===== config.mk =====
export PLATFORM = sky130hd
export DESIGN_NAME = inst_axi_bridge
export DESIGN_NICKNAME = d
export VERILOG_FILES = /design/src/rtl/inst_axi_bridge.sv
export SDC_FILE = /design/constraint.sdc
export NUM_CORES = 1
export LEC_CHECK = 0
export BUFFER_PORTS_ARGS = -buffer_cell sky130_fd_sc_hd__buf_2
export CAP_MARGIN = 0
export CORE_MARGIN = 2
export CORE_UTILIZATION = 38
export CTS_CLUSTER_SIZE = 28
export DETAILED_ROUTE_END_ITERATION = 8
export PLACE_DENSITY_LB_ADDON = 0.12
export SYNTH_ARGS = -nofsm -noshare
export SYNTH_HDL_FRONTEND = slang
export SYNTH_SLANG_ARGS = --single-unit

===== constraint.sdc =====
create_clock -name clk -period 2.3 [get_ports clk]
set_input_delay 0.115 -clock clk [delete_from_list [all_inputs] [get_ports clk]]
set_output_delay 0.115 -clock clk [all_outputs]
set_load 0.02 [all_outputs]

===== src/rtl/inst_axi_bridge.sv =====
// Instruction-fetch SRAM-like to AXI read bridge: one-entry AR register,
// in-order responses tracked by an outstanding-read counter.
module inst_axi_bridge #(
    parameter int         MAX_OUTSTANDING = 2,
    parameter logic [3:0] ARID_VAL        = 4'd0
) (
    input  logic        clk,
    input  logic        reset,

    input  logic        inst_sram_en,
    input  logic        inst_sram_wr,
    input  logic [1:0]  inst_sram_size,
    input  logic [31:0] inst_sram_addr,
    output logic        inst_sram_addr_ok,
    output logic        inst_sram_data_ok,
    output logic [31:0] inst_sram_rdata,

    output logic [3:0]  arid,
    output logic [31:0] araddr,
    output logic [7:0]  arlen,
    output logic [2:0]  arsize,
    output logic [1:0]  arburst,
    output logic [1:0]  arlock,
    output logic [3:0]  arcache,
    output logic [2:0]  arprot,
    output logic        arvalid,
    input  logic        arready,

    input  logic [3:0]  rid,
    input  logic [31:0] rdata,
    input  logic [1:0]  rresp,
    input  logic        rlast,
    input  logic        rvalid,
    output logic        rready
);

    localparam logic       AR_IDLE = 1'b0;
    localparam logic       AR_BUSY = 1'b1;
    localparam logic [1:0] MAX_CNT = 2'(MAX_OUTSTANDING);

    logic        state_q, state_d;
    logic [31:0] ar_addr_q, ar_addr_d;
    logic [2:0]  ar_size_q, ar_size_d;
    logic [1:0]  cnt_q, cnt_d;

    logic slot_free;
    logic accept;
    logic data_ok;

    // Single-ID, in-order responses: rid/rresp/rlast carry nothing we need.
    logic unused_r_fields;
    assign unused_r_fields = ^{rid, rresp, rlast};

    assign slot_free = (state_q == AR_IDLE) || arready;
    assign accept    = !reset && inst_sram_en && !inst_sram_wr && slot_free
                       && (cnt_q < MAX_CNT);
    assign rready    = !reset && (cnt_q != 2'd0);
    assign data_ok   = rvalid && rready;

    assign inst_sram_addr_ok = accept;
    assign inst_sram_data_ok = data_ok;
    assign inst_sram_rdata   = rdata;

    assign arid    = ARID_VAL;
    assign araddr  = ar_addr_q;
    assign arsize  = ar_size_q;
    assign arlen   = '0;
    assign arburst = 2'b01;
    assign arlock  = '0;
    assign arcache = '0;
    assign arprot  = '0;
    assign arvalid = !reset && (state_q == AR_BUSY);

    always_comb begin
        state_d   = state_q;
        ar_addr_d = ar_addr_q;
        ar_size_d = ar_size_q;
        if (accept) begin
            state_d   = AR_BUSY;
            ar_addr_d = inst_sram_addr;
            ar_size_d = {1'b0, inst_sram_size};
        end else if ((state_q == AR_BUSY) && arready) begin
            state_d = AR_IDLE;
        end
    end

    // accept is blocked at MAX_CNT and data_ok at zero, so this never wraps.
    always_comb begin
        cnt_d = cnt_q + {1'b0, accept} - {1'b0, data_ok};
    end

    always_ff @(posedge clk) begin
        if (reset) begin
            state_q   <= AR_IDLE;
            ar_addr_q <= '0;
            ar_size_q <= '0;
            cnt_q     <= '0;
        end else begin
            state_q   <= state_d;
            ar_addr_q <= ar_addr_d;
            ar_size_q <= ar_size_d;
            cnt_q     <= cnt_d;
        end
    end

endmodule


# ---- Word level (Yosys, flattened, before mapping)
# Index checks and enable logic that the tools add are counted.
dict set report word_totals {
  reg_bits 37
  latch_bits 0
  ram_bits 0
  rom_bits 0
  input_bits 79
  output_inout_bits 94
  word_cells 23
  memories 0
}
dict set report op_classes {
  n_addsub 2
  multipliers 0
  div 0
  order_cmp 1
  eq_ne 0
  n_shift 0
  n_mux 2
  n_bitwise 1
  reduce_logical 13
}
# op count
set op_table {}
lappend op_table {{logical AND 1 bit} 8}
lappend op_table {{nonzero test 2 bit} 2}
lappend op_table {{adder 2 x 1 -> 2 bit} 1}
lappend op_table {{zero test 1 bit} 2}
lappend op_table {{< comparator 2 bit (second input constant)} 1}
lappend op_table {{2-to-1 mux 1 bit} 2}
lappend op_table {{subtractor 2 x 1 -> 2 bit} 1}
lappend op_table {{logical OR 1 bit} 1}
lappend op_table {{NOT 1 bit} 1}

# ---- Depth between registers and ports, before layout
dict set report logic_depth {
  ltp_word 7
  depth_mapped 9
  mapped_depth_nobuf 9
}

# ---- Worst setup path after synthesis
# No wires, ideal clock.
dict set report synth_path {
  kind {register to register}
  startpoint {reg cnt_q[1]}
  endpoint {reg cnt_q[1]}
  setup_ps 114
  arrival_ps 1837
  t_required_ps 2186
  setup_slack_ps 349
  path_stages_with_launch 10
  path_buffers 0
  synth_period_minus_slack_ps 1951
  cell_sequence {dfxtp_1 -> nor2_1 -> nor2_1 -> and2_1 -> ha_1 -> inv_1 -> ha_1 -> xor2_1 -> and2_1 -> nor3_1}
}
dict set report synth_between {
  elab_chain_len 4
  elab_cells_between_ends 7
  classes_between {add/sub (2); order compare (1); reduce/logical (4)}
}
# element line
set synth_rtl {}
lappend synth_rtl {{start, declared} 44} ;# logic [1:0] cnt_q, cnt_d;
lappend synth_rtl {{start signal, assigned} 102} ;# cnt_q <= cnt_d;
lappend synth_rtl {{nonzero test 2 bit} 57} ;# assign rready = !reset && (cnt_q != 2'd0);
lappend synth_rtl {{logical AND 1 bit} 57}
lappend synth_rtl {{via rready} 34} ;# output logic rready
lappend synth_rtl {{logical AND 1 bit} 58} ;# assign data_ok = rvalid && rready;
lappend synth_rtl {{via inst_sram_data_ok} 15} ;# output logic inst_sram_data_ok,
lappend synth_rtl {{subtractor 2 x 1 -> 2 bit} 89} ;# cnt_d = cnt_q + {1'b0, accept} - {1'b0, data_ok};
# The timed path passes the listed nets, and every way through them passes these cells.
# A chain may end at the register's enable or synchronous reset.

# ---- Final worst setup path
dict set report layout_path {
  startpoint {reg cnt_q[1]}
  endpoint {reg cnt_q[1]}
}
dict set report layout_between {
  elab_chain_len 4
  elab_cells_between_ends 7
  classes_between {add/sub (2); order compare (1); reduce/logical (4)}
}
# element line
set layout_rtl {}
lappend layout_rtl {{< comparator 2 bit or nonzero test 2 bit (tied branches)} {56, 57}}
lappend layout_rtl {{logical AND 1 bit, on equally long branches} {56, 57}}
lappend layout_rtl {{adder 2 x 1 -> 2 bit or logical AND 1 bit (tied branches)} {89, 58}}
lappend layout_rtl {{subtractor 2 x 1 -> 2 bit *} 89}
# Every way passes the cells marked *; elsewhere a longest branch is shown, timed or not.

==> results.toml <==
[power]
power_mw = 1.54
power.static_leakage_nw = 1.06
powerDensity_nw_per_um2 = 707
peakVddDrop_mv = 0.277

[cells_and_area]
regArea_um2 = 741
multi_input_area_um2 = 793
layout.cells.non_filler = 342
nNetsFinal = 352
drive_gt1_share_pct = 45.2
antenna_cells = 0
area_growth_pct = 7.79
fillers = 567

[floorplan]
ioPinCount = 173
start_util_pct = 39.6
rows = 26
core-area_um2 = 5110
die_area_um2 = 5920
fp.dieW_um = 77.0
die_h_um = 77.0

[clock_tree]
clock-sinks = 37
insertion_delay_ns = 0.28
cts_tree = "done"
hold_buffers = 0
cts_root_buf = "clkbuf_8"
cts-htree-levels = 2
clockBufferDepth = 2
cts_buffers = 5
postCtsSetupBuffers = 0
clk_pin_slew_ns = 0.07
cts_resized = 0

[synthesis]
yosys_warnings = 0
ys_seq_elements = 37
avgSynthCellArea_um2 = 8.80
syn_inst = 230
synth_area_um2 = 2020
ys_seq_area_share_pct = 36.6
synthDistinctLibCells = 23

[timing]
clock_skew_ns = 0.00609
hold_violations = 0
maxSlewViolCount = 0
rsz0062_at_grt = "false"
setup-tns-final_ns = 0
setup_viol = 0
period_share_pct = 73.4
fin_crit_ns = 1.69
fmax_mhz = 592
layout_setup_ws_ns = 0.612

[grt]
grt_pass1_wl_um = 6390
grtUsageTotal_pct = 13.3
antenna_found_initial = 0
grt_max_degree = 36
grt_pass1_vias = 1358
grt_overflow = 0

[worst_setup_path]
critPathKind = "flip-flop to flip-flop"
crit_family = "simple AND/OR/NAND/NOR gates"
critPathLaunchType = "flip-flop"
slowest_delay_ns = 0.35
critPathMaxFanout = 24
worst-path-buf-inv = 1
cp_cell_sequence = "nor4b_4 -> nand2_4 -> clkinv_4 -> ha_1 -> xor2_1 -> and2_1 -> nor3_1"
worst_setup_path_end_kind = "flip-flop"
cp.arrival_ns = 1.86
cp.required_ns = 2.47
cp_slowest_cell = "dfxtp_1"

[route]
drt_iter0_markers = 71
vias = 1511
drc_errors = 0
antenna_left = 0
drt_wl_total_um = 3920
viasPerCell = 4.42
firstDrtPassIters = 4
wire_per_inst_um = 11.5

[place]
preCtsSetupSlack_ns = 0.582
dp.cells = 334
dp_hpwl_um = 2670
io_buffers = 77
place_congestion = 0.738

[flow_run]
cap_violations = 0

[run_status]
status = "finished, final reports clean"

[min_path]
hold_path.class = "primary input to flip-flop"
stage by stage:
stage                     utilization (%)  hold WS, ns  area [um^2]
after global routing                 42.7       0.0486         2180
after global placement               40.4        0.230         2060
after floorplan                         -        0.245         2110
after detailed placement             40.4        0.230         2060
after CTS                            42.7       0.0385         2180
final                                42.7       0.0488         2180
final timing paths:
kind / start / to / slack (ns) / cells past startpoint
min reg2reg: araddr[20] / araddr[20] / 0.46 / 2
max reg2reg: cnt_q[1] / cnt_q[1] / 0.61 / 7
max: cnt_q[1] / cnt_q[1] / 0.61 / 7
min: inst_sram_addr[31] / araddr[31] / 0.05 / 3
cells in the mapped netlist, drive strengths merged:
| library cell | count | area share (%) |
|---|---|---|
| a21oi | 1 | 0.25 |
| and2 | 2 | 0.62 |
| and2b | 2 | 0.87 |
| buf | 63 | 26 |
| clkbuf | 7 | 1.3 |
| clkinv | 2 | 0.62 |
| conb | 2 | 0.37 |
| dfxtp | 37 | 37 |
| ha | 2 | 1.2 |
| inv | 2 | 0.37 |
| nand2 | 35 | 6.9 |
| nand2b | 1 | 0.31 |
| nand3 | 34 | 8.4 |
| nor2 | 3 | 0.56 |
| nor3 | 1 | 0.25 |
| nor4b | 1 | 1.2 |
| o21ai | 34 | 14 |
| xor2 | 1 | 0.43 |
logic make-up (layout without fill, tap and decap cells):
group                      after synthesis  after routing  share of synthesized area, %
and+or+nand+nor                         79             79                          19.0
buffers and inverters                   74             94                          28.3
other                                    2             24                         0.371
xor gates and xnor gates                 1              1                         0.433
AOI/OAI and AO/OA                       35             35                          14.0
adders and majority gates                2              2                          1.24
DFF                                     37             37                          36.6
layout by cell type (no fill, tap or decap):
cell       count
clkinv_4       1
nand3_1       34
inv_1          2
dfxtp_1       37
nand2b_1       1
o21ai_0        5
and2b_2        2
nor4b_4        1
conb_1        24
a21oi_1        1
bufinv_16      1
nand2_4        1
ha_1           2
xor2_1         1
clkbuf_1       1
and2_1         2
clkbuf_8       6
nor3_1         1
o21ai_2       29
buf_2         77
buf_4          5
nor2_1         3
clkinv_1       1
nand2_1       34
report_power, final:
group          leakage, nW  internal [mW]  switching (mW)
clock network       0.0585          0.353           0.218
registers            0.303          0.682          0.0196
logic                0.701         0.0908           0.179
cell type report:
class,count,area share (%)
multi-input cells,141,36.4
well taps,70,4.02
clock inverters,1,1.38
repair buffers,82,19.4
inverters,4,0.918
clock buffers,7,3.96
flip-flops and latches,37,34.0
routing by layer:
metal / track usage (%) / share of wire (%) / vias to the layer above
met5: 0 / 0 / -
met4: 6.55 / 1.6 / 0
met3: 4.47 / 9.0 / 13
met2: 20.6 / 45 / 61
met1: 16.4 / 45 / 684
li1: - / - / 753
state kept, by name (all words and copies together), names as in the netlist:
register / count
cnt_q: 2
state_q: 1
arsize: 2
araddr: 32
worst reg2reg max path: cells and delay by family, from the launching register on:
family / cells / cell delay [ns]
buffers and inverters: 1 / 0.22
and+or+nand+nor: 4 / 0.62
adders and majority gates: 1 / 0.21
DFF: 1 / 0.35
xor gates and xnor gates: 1 / 0.17
Power figures use the tool's default switching activity.
